--- src/rtl/decode_stage.sv ---
// MIPS instruction-decode stage: splits and classifies the incoming word, extends the
// immediate, forms the jump address, and buffers decoded entries in a small output FIFO.
module decode_stage #(
    parameter int XLEN  = 32,
    parameter int DEPTH = 2
) (
    input  logic             clk,
    input  logic             rst_n,
    input  logic             flush,
    input  logic             in_valid,
    output logic             in_ready,
    input  logic [31:0]      Instruction,
    input  logic [XLEN-1:0]  PC,
    output logic             out_valid,
    input  logic             out_ready,
    output logic [5:0]       OpCode,
    output logic [4:0]       Rs,
    output logic [4:0]       Rt,
    output logic [4:0]       Rd,
    output logic [4:0]       shamt,
    output logic [5:0]       funct,
    output logic [XLEN-1:0]  ImmExt,
    output logic [25:0]      target,
    output logic [XLEN-1:0]  JumpAddr,
    output logic [1:0]       InstType
);

    localparam int PW = $clog2(DEPTH);
    localparam int CW = PW + 1;

    localparam logic [1:0] TYPE_R = 2'd0;
    localparam logic [1:0] TYPE_I = 2'd1;
    localparam logic [1:0] TYPE_J = 2'd2;

    typedef struct packed {
        logic [5:0]      opCode;
        logic [4:0]      rs;
        logic [4:0]      rt;
        logic [4:0]      rd;
        logic [4:0]      shamt;
        logic [5:0]      funct;
        logic [XLEN-1:0] immExt;
        logic [25:0]     target;
        logic [XLEN-1:0] jumpAddr;
        logic [1:0]      instType;
    } entry_t;

    function automatic entry_t decodeWord(input logic [31:0] instr, input logic [XLEN-1:0] pc);
        entry_t                 e;
        logic signed [XLEN-1:0] immSext;
        e        = '0;
        immSext  = {{(XLEN-16){instr[15]}}, instr[15:0]};
        e.opCode = instr[31:26];
        case (instr[31:26])
            6'd0: begin
                e.instType = TYPE_R;
                e.rs       = instr[25:21];
                e.rt       = instr[20:16];
                e.rd       = instr[15:11];
                e.shamt    = instr[10:6];
                e.funct    = instr[5:0];
            end
            6'd2, 6'd3, 6'd26: begin
                e.instType = TYPE_J;
                e.target   = instr[25:0];
                // Upper bits come from the address of the delay slot (PC+4).
                e.jumpAddr = ((pc + XLEN'(4)) & ~XLEN'(32'h0FFF_FFFF))
                           | XLEN'({instr[25:0], 2'b00});
            end
            default: begin
                e.instType = TYPE_I;
                e.rs       = instr[25:21];
                e.rt       = instr[20:16];
                case (instr[31:26])
                    6'd12, 6'd13, 6'd14: e.immExt = XLEN'(instr[15:0]);
                    6'd15:               e.immExt = immSext <<< 16;
                    default:             e.immExt = immSext;
                endcase
            end
        endcase
        return e;
    endfunction

    entry_t         fifoMem [DEPTH];
    logic [PW-1:0]  wrPtr;
    logic [PW-1:0]  rdPtr;
    logic [CW-1:0]  count;
    logic           push;
    logic           pop;
    entry_t         headEntry;

    assign in_ready  = (count != CW'(DEPTH));
    assign out_valid = (count != '0);
    assign push      = in_valid & in_ready & ~flush;
    assign pop       = out_valid & out_ready & ~flush;

    // Control state: reset wins over flush, flush wins over push/pop.
    always_ff @(posedge clk) begin
        if (!rst_n) begin
            wrPtr <= '0;
            rdPtr <= '0;
            count <= '0;
        end else if (flush) begin
            wrPtr <= '0;
            rdPtr <= '0;
            count <= '0;
        end else begin
            if (push) wrPtr <= wrPtr + PW'(1);
            if (pop)  rdPtr <= rdPtr + PW'(1);
            count <= count + CW'(push) - CW'(pop);
        end
    end

    // Storage is data only and is never reset.
    always_ff @(posedge clk) begin
        if (push) fifoMem[wrPtr] <= decodeWord(Instruction, PC);
    end

    assign headEntry = out_valid ? fifoMem[rdPtr] : '0;

    assign OpCode   = headEntry.opCode;
    assign Rs       = headEntry.rs;
    assign Rt       = headEntry.rt;
    assign Rd       = headEntry.rd;
    assign shamt    = headEntry.shamt;
    assign funct    = headEntry.funct;
    assign ImmExt   = headEntry.immExt;
    assign target   = headEntry.target;
    assign JumpAddr = headEntry.jumpAddr;
    assign InstType = headEntry.instType;

endmodule

--- config.mk ---
export PLATFORM = sky130hd
export DESIGN_NAME = decode_stage
export DESIGN_NICKNAME = d
export VERILOG_FILES = /design/src/rtl/decode_stage.sv
export SDC_FILE = /design/constraint.sdc
export NUM_CORES = 1
export LEC_CHECK = 0
export BUFFER_PORTS_ARGS = -buffer_cell sky130_fd_sc_hd__buf_2
export CORE_MARGIN = 2
export CORE_UTILIZATION = 29
export DETAILED_ROUTE_END_ITERATION = 7
export PLACE_DENSITY_LB_ADDON = 0.3
export SLEW_MARGIN = 20
export SYNTH_ARGS = -nofsm -noshare
export SYNTH_HDL_FRONTEND = slang
export SYNTH_SLANG_ARGS = --single-unit
--- constraint.sdc ---
create_clock -name clk -period 6.5 [get_ports clk]
set_input_delay 0.975 -clock clk [delete_from_list [all_inputs] [get_ports clk]]
set_output_delay 0.975 -clock clk [all_outputs]
set_load 0.1 [all_outputs]
==> impl_metrics.json <==
{
  "port-buffer-count": 190,
  "drc_errors": 0,
  "cts.repair.resized": 0,
  "ant_nets": 0,
  "hold_buffers": 0,
  "synthCells": 619,
  "p_leak_nw": 3.79,
  "h-tree-depth": 4,
  "vias": 5264,
  "drt-total-wl_um": 19800,
  "power_density_nw_per_um2": 267,
  "hold_viol": 0,
  "final_area_um2": 10300,
  "arrival_ns": 2.84,
  "tightest_slew_ns": 1.02,
  "rsz0062_at_grt": "false",
  "grt_use_total_pct": 12.8,
  "final_common_cell": "edfxtp_1",
  "min_path_cells": 2,
  "post_synth_instance_area_um2": 8540,
  "holdWs_ns": 0.514,
  "cts_root_buf": "clkbuf_16",
  "fmaxAchievable_mhz": 262,
  "overflow": 0,
  "r2r_end": "fifoMem[0][76]",
  "postCtsSetupBuffers": 0,
  "n_antenna_cell": 0,
  "core_um2": 28900,
  "areaGrowthSynthToFinish_pct": 21.1,
  "rows": 62,
  "clk_pin_slew_ns": 0.08,
  "synth_seq_cells": 197,
  "maxCapViolations": 0,
  "placed_cell_area_um2": 9730,
  "period_minus_slack_ns": 3.82,
  "synth_area_leader_cell": "edfxtp_1",
  "hold_start": "rdPtr",
  "dp_hpwl_um": 12400,
  "final_net_count": 852,
  "globalplace.congestion": 0.696,
  "num-fill-cells": 2846,
  "cts.path.max_buffers": 2,
  "drive_above_1_share_pct": 30.4,
  "layout_common_cells": "192 x edfxtp_1, 190 x buf_2, 119 x nor2_1",
  "dp.cells": 1145,
  "grt_pass1_vias": 5108,
  "crit_fanout": 53,
  "synth_warnings": 0,
  "cts_buffers": 17,
  "slew_headroom_pct": 32.0,
  "r2r_setup_slack_ns": 3.84,
  "num_io_pins": 195,
  "startpoint_type": "register",
  "clock_sink_count": 197,
  "status": "finished clean",
  "synthFlopType": "edfxtp_1",
  "grt_pass1_wl_um": 29600,
  "rr_startpoint": "count[0]",
  "viasPerCell": 4.47,
  "tns_ns": 0,
  "start_util_pct": 29.6,
  "clk-insertion-delay-late_ns": 0.43,
  "hp-class": "reg -> reg",
  "slew_violations": 0,
  "finalClockSkew_ns": 0.00855,
  "synth_area_per_cell_um2": 13.8,
  "dr.pass1.iters": 4,
  "antenna_found_initial": 2,
  "synthArstFlopShare_pct": 0,
  "required_ns": 5.52,
  "peakVddDrop_mv": 0.144,
  "die_h_um": 176,
  "fp.dieArea_um2": 30800,
  "grt_start_max_net_pins": 77,
  "cts_tree": "done",
  "stdcell_count": 1178,
  "synth-seq-area-share_pct": 68.7,
  "synth_edf_count": 192,
  "synth_top_area_share_pct": 67.5,
  "critical_path_class": "reg -> out",
  "synth_cell_types": 40,
  "die_w_um": 176,
  "critPathCaptureType": "output port",
  "rr_worst_depth": 5,
  "post-route-period-util_pct": 58.7,
  "wire_per_inst_um": 16.8,
  "first_iter_violations": 320,
  "finalSetupViolCount": 0,
  "yosys-top-cells-area": "edfxtp_1 68%, mux2i_1 11%, nor2_1 5.4%",
  "total_power_mw": 2.76
}
-- how the worst max path moves through the flow --
stage	from	end	slack, ns	cells past startpoint
after detailed placement	flush	fifoMem[1][65]	2.97	4
after global routing	register	target[1]	2.46	4
after floorplan	count[0]	fifoMem[0][0]	0.44	3
after global placement	flush	fifoMem[1][40]	3.00	4
after CTS	register	JumpAddr[18]	2.59	4
final	register	JumpAddr[3]	2.68	4
-- state kept, by name, summed over array words and instances (netlist names), named ones only --
signal / cells
fifoMem: 192
count: 2
rdPtr: 1
wrPtr: 1
-- worst max-delay path: stages, from the launching register on --
cell and delay, ns:
dfxtp_4 1.02, buf_4 0.56, mux2i_1 0.16, nor2_1 0.17, buf_2 0.46
-- where the power goes --
part           internal [mW]  total, mW  leakage (nW)  switching [mW]
Sequential              1.42       1.43          1.80         0.00887
Clock                  0.518       1.05         0.288           0.529
Combinational         0.0575      0.283          1.70           0.225
Total                   2.00       2.76          3.79           0.762
-- final cells by class --
| cell class | count | area, um2 | area share (%) |
|---|---|---|---|
| inverters | 7 | 26.3 | 0.254 |
| clock inverters | 15 | 156 | 1.51 |
| well taps | 384 | 480 | 4.65 |
| clock buffers | 17 | 425 | 4.11 |
| repair buffers | 200 | 1050 | 10.1 |
| flip-flops and latches | 197 | 5870 | 56.8 |
| multi-input cells | 358 | 2340 | 22.6 |
-- per-layer routing --
metal  track usage [%]  up-vias  routed length [um]
met3              2.47       10                 831
li1                  -     2514                   -
met4              3.20        0                 161
met2              22.2      140                9820
met1              16.5     2600                8990
met5                 0        -                   0
-- through the flow --
stage	worst slack, ns	utilization (%)
4_1_cts	2.59	35.7
6_report	2.68	35.8
5_1_grt	2.46	35.8
3_3_place_gp	3.00	33.7
3_5_place_dp	2.97	33.7
2_1_floorplan	0.437	-
-- cell usage after synthesis, drive strengths merged (3+ instances only) --
master	instances
edfxtp	192
nor2	122
mux2i	96
buf	44
and2	43
nor2b	25
o21ai	17
clkbuf	14
nand2	8
inv	7
nand4	7
a21oi	5
dfxtp	5
or3	3
or4	3
-- cells by family (layout without fill, tap and decap cells) --
logic type	after synthesis	after routing	share of synthesized area, %
muxes	97	97	11.4
adders and majority gates	2	2	0.293
other	1	2	0.0439
buffers and inverters	65	239	4.26
and+or+nand+nor	225	225	12.9
DFF	197	197	68.7
AOI/OAI and AO/OA	28	28	2.01
xor gates and xnor gates	4	4	0.410
Power figures use the tool's default switching activity.
